`src/rtl/mux_rr_arbiter.sv`:
```
// mux_rr_arbiter
// Two-requester round-robin arbiter owning a 2:1 data mux and a registered
// output stage. A word is taken from the granted source whenever the output
// register is empty or being drained, and is held until the consumer accepts it.
//
// Ports:
//   clk, rst            - clock, synchronous active-high reset
//   a_data/a_valid/a_ready - source A valid/ready channel
//   b_data/b_valid/b_ready - source B valid/ready channel
//   c_data/c_valid/c_ready - registered output channel
//   s                   - source of the word held in c_data (0 = A, 1 = B)
//   a_count, b_count    - saturating counts of accepted A / B words
module mux_rr_arbiter #(
  parameter int WIDTH = 32,
  parameter int CNT_W = 16
) (
  input  logic             clk,
  input  logic             rst,
  input  logic [WIDTH-1:0] a_data,
  input  logic             a_valid,
  output logic             a_ready,
  input  logic [WIDTH-1:0] b_data,
  input  logic             b_valid,
  output logic             b_ready,
  output logic [WIDTH-1:0] c_data,
  output logic             c_valid,
  input  logic             c_ready,
  output logic             s,
  output logic [CNT_W-1:0] a_count,
  output logic [CNT_W-1:0] b_count
);

  logic [WIDTH-1:0] c_data_q, c_data_d;
  logic             c_valid_q, c_valid_d;
  logic             s_q, s_d;
  logic             prio_b_q, prio_b_d;
  logic [CNT_W-1:0] a_count_q, a_count_d;
  logic [CNT_W-1:0] b_count_q, b_count_d;

  logic             load;
  logic             grant_a;
  logic             grant_b;
  logic [WIDTH-1:0] mux_data;

  function automatic logic [CNT_W-1:0] sat_inc(input logic [CNT_W-1:0] v);
    return (v == {CNT_W{1'b1}}) ? v : v + CNT_W'(1);
  endfunction

  // Grant: the output register can load when empty or draining. On a tie the
  // priority flag decides; a lone requester always wins. Reset blocks grants
  // so no ready is seen while rst is high.
  always_comb begin
    load    = !c_valid_q || c_ready;
    grant_a = !rst && load && a_valid && (!b_valid || !prio_b_q);
    grant_b = !rst && load && b_valid && (!a_valid || prio_b_q);
  end

  assign mux_data = grant_b ? b_data : a_data;

  always_comb begin
    c_data_d  = c_data_q;
    c_valid_d = c_valid_q;
    s_d       = s_q;
    prio_b_d  = prio_b_q;
    a_count_d = a_count_q;
    b_count_d = b_count_q;
    if (load) begin
      if (grant_a || grant_b) begin
        c_data_d  = mux_data;
        c_valid_d = 1'b1;
        s_d       = grant_b;
        // Next tie goes to whichever source did not just win.
        prio_b_d  = grant_a;
      end else begin
        // Drained (or was already empty) with nothing to replace it;
        // data and select keep their last values.
        c_valid_d = 1'b0;
      end
    end
    if (grant_a) a_count_d = sat_inc(a_count_q);
    if (grant_b) b_count_d = sat_inc(b_count_q);
  end

  always_ff @(posedge clk) begin
    if (rst) begin
      c_data_q  <= '0;
      c_valid_q <= 1'b0;
      s_q       <= 1'b0;
      prio_b_q  <= 1'b0;
      a_count_q <= '0;
      b_count_q <= '0;
    end else begin
      c_data_q  <= c_data_d;
      c_valid_q <= c_valid_d;
      s_q       <= s_d;
      prio_b_q  <= prio_b_d;
      a_count_q <= a_count_d;
      b_count_q <= b_count_d;
    end
  end

  assign a_ready = grant_a;
  assign b_ready = grant_b;
  assign c_data  = c_data_q;
  assign c_valid = c_valid_q;
  assign s       = s_q;
  assign a_count = a_count_q;
  assign b_count = b_count_q;

endmodule

```
`config.mk`:
```
export PLATFORM = sky130hd
export DESIGN_NAME = mux_rr_arbiter
export DESIGN_NICKNAME = d
export VERILOG_FILES = /design/src/rtl/mux_rr_arbiter.sv
export SDC_FILE = /design/constraint.sdc
export NUM_CORES = 1
export LEC_CHECK = 0
export BUFFER_PORTS_ARGS = -buffer_cell sky130_fd_sc_hd__buf_2
export CORE_MARGIN = 2
export CORE_UTILIZATION = 50
export DETAILED_ROUTE_END_ITERATION = 8
export PLACE_DENSITY = 0.81
export RECOVER_POWER = 25
export SKIP_LAST_GASP = 1
export SLEW_MARGIN = 40
export SYNTH_ARGS = -nofsm -noshare
export SYNTH_HDL_FRONTEND = slang
export SYNTH_SLANG_ARGS = --single-unit
```
`constraint.sdc`:
```
create_clock -name clk -period 2.8 [get_ports clk]
set_input_delay 0.14 -clock clk [delete_from_list [all_inputs] [get_ports clk]]
set_output_delay 0.14 -clock clk [all_outputs]
set_load 0.01 [all_outputs]
```
==> results.cfg <==
[drt]
routed_wl_um = 7530
drc = 0
viasPerCell = 5.32
drt_first_pass_iters = 4
top_layer_used = met4
vias = 2898
wirelength_met1_um = 3330
drt_iter0_drc = 112
wl_per_cell_um = 13.8
wl_met3_um = 571
ant_nets = 0
dr_wl_met2_um = 3490

[grt]
grt_pass1_wl_um = 12100
gr-total-overflow = 0
globalRouteTotalUtil = 0.230
grt_pass1_vias = 2641
grt_max_degree = 50
antenna_found_initial = 0

[sta]
fin_tns_setup_ns = 0
fmax_mhz = 501
skew_ns = 0.00792
tightest_slew_ns = 0.586
fin_hold_ws_ns = 0.0921
fin_crit_sh = 0.713
setup_violations = 0
hold_viol_final = 0
rsz0062_at_grt = false
max-slew-margin-rel = 0.599
fin_crit_ns = 2.00
maxSlewViolCount = 0

[synthesis]
synth_edf_count = 0
synth_area_um2 = 3070
synth-seq-cells = 67
netlist.top_cell.by_area = dfxtp_1
synth_top_flop_cell = dfxtp_1
synthCells = 334
ys_types = 41
synth_area_per_cell_um2 = 9.20
synth_common_cells = 67 x dfxtp_1, 63 x nor2_1, 37 x mux2i_1, 32 x a211oi_1, 14 x xnor2_1
yosysTopAreaCellShare = 0.436
async_flop_share = 0
yosysMostFrequentCell = dfxtp_1
syn_nets = 405
synthTopCellsByArea = dfxtp_1 44%, mux2i_1 12%, a211oi_1 7.8%, nor2_1 7.7%, xnor2_1 4.0%
ys.warnings.count = 0
synth-seq-area-share = 0.436

[critical_path]
path_max_fanout = 7
crit_path_start = b_count[4]$_SDFFE_PP0P_
cp-endpoint = b_count[15]$_SDFFE_PP0P_
crit_family = simple AND/OR/NAND/NOR gates
r2r_slack_ns = 0.80
required_ns = 3.05
reg2reg_depth = 5
crit_type = register to register
r2r_start = b_count[4]$_SDFFE_PP0P_
crit_cells = 5
crit_chain = nand4_2 -> or2_1 -> or4_4 -> or3_1 -> a21oi_1
crit_path_top_delay_cell = or4_4
cp-end-kind = register
max_stage_delay_ns = 0.53
critPathBufInv = 0
r2r_end = b_count[15]$_SDFFE_PP0P_
arrival_ns = 2.24
cp-start-kind = register

[placement]
place_inst = 531
routabilityCongestion = 0.796
portBuffers = 136
dp_hpwl_um = 5510

[floorplan]
fp.dieH_um = 82.4
core_area_um2 = 5920
dieArea_um2 = 6790
die_x_um = 82.4
start_util = 0.519
io_pins = 137
num_rows = 28

[cts]
cts_tree = yes
cts.repair.resized = 0
clockRootBuffer = clkbuf_8
htree_levels = 3
cts_buffers = 9
cts_hold_buf = 0
numClockSinks = 67
clk_latency_ns = 0.33
cts_max_path_buffers = 2
clk_pin_slew_ns = 0.07
post_cts_buffers = 0

[layout]
instances_no_fill = 545
n_antenna_cell = 0
seqCellArea_um2 = 1340
multiInputGateArea_um2 = 1630
syn_to_final_growth_pct = 28.0
nets = 538
layout-drive-gt1-share = 0.272
nFillCells = 524

[pwr]
seq_power_share = 0.519
ir_drop_mv = 0.305
power.density_nw_per_um2 = 504
p_comb_frac = 0.128
power.internal_mw = 1.48
switching_share = 0.255
total_power_mw = 1.98
p_clk_frac = 0.352
p_leak_nw = 1.65
p_sw_mw = 0.505

[run]
max_cap_violations = 0

[worst_hold_path]
hold_path.class = input port to register

[run_status]
status = finished clean
[layout make-up]
cell class | count | share of cell area
multi-input combinational | 244 | 0.413
clock buffer | 12 | 0.0394
timing repair buffer | 141 | 0.176
inverter | 4 | 0.00382
clock inverter | 2 | 0.00318
tap | 75 | 0.0238
sequential | 67 | 0.341
[stage by stage]
stage           util  setup WS (ns)  cell area (um2)
2_1_floorplan      -          0.828             3070
3_5_place_dp   0.643          0.826             3810
5_1_grt        0.665          0.682             3940
4_1_cts        0.671          0.808             3980
6_report       0.665          0.804             3940
3_3_place_gp   0.643          0.875             3810
[routing by layer]
metal,vias up,global-route usage
li1,1470,-
met1,1304,0.299
met2,112,0.356
met3,12,0.0609
met4,0,0.102
met5,-,0
[power by group through the flow]
stage                     Combinational [mW]  Clock [mW]  Sequential (mW)
after floorplan                        0.129           0             1.07
after global placement                 0.260           0             1.05
after detailed placement               0.267           0             1.05
after CTS                              0.267       0.712             1.03
after global routing                   0.282       0.747             1.03
final                                  0.254       0.699             1.03
[flip-flops by register name, indices dropped and copies added (netlist names)]
register / flops
c_data: 32
prio_b_q: 1
c_valid: 1
s: 1
a_count: 16
b_count: 16
[layout by cell type (no fill, tap or decap), types with 6 or more instances in the layout]
cell type / netlist / final
mux2i_1: 37 / 37
a211oi_1: 32 / 32
nand4_1: 12 / 12
nor2_1: 63 / 63
clkbuf_1: 12 / 33
nand2_1: 8 / 8
xnor2_1: 14 / 14
dfxtp_1: 67 / 67
nor4_1: 6 / 6
a21oi_1: 6 / 6
xor2_1: 8 / 8
buf_2: 1 / 104
nand3_1: 8 / 8
nand2b_1: 8 / 8
clkbuf_8: 0 / 11
[worst min-delay path by stage]
stage / from / to / slack [ns] / depth (start not counted)
4_1_cts: b_data[22] / c_data[22]$_SDFFE_PP0P_ / 0.08 / 3
6_report: b_data[19] / c_data[19]$_SDFFE_PP0P_ / 0.09 / 3
3_5_place_dp: b_data[22] / c_data[22]$_SDFFE_PP0P_ / 0.44 / 3
5_1_grt: b_data[19] / c_data[19]$_SDFFE_PP0P_ / 0.09 / 3
3_3_place_gp: b_data[22] / c_data[22]$_SDFFE_PP0P_ / 0.43 / 3
2_1_floorplan: a_valid / c_valid$_SDFFE_PP0P_ / 0.31 / 2
[cells by family after synthesis]
family / Yosys count / share of synthesized area
compound gates: 49 / 0.113
simple gates: 134 / 0.225
xor+xnor: 22 / 0.0627
mux: 37 / 0.120
flops: 67 / 0.436
fa+ha+maj: 2 / 0.00814
buf+inv: 23 / 0.0346
[worst min-delay path: cells and delay by family]
kind            cells  cell delay, ns
buf+inv             1            0.09
simple gates        1            0.09
compound gates      1            0.05
Note: power is estimated with default switching activity, not from simulation.
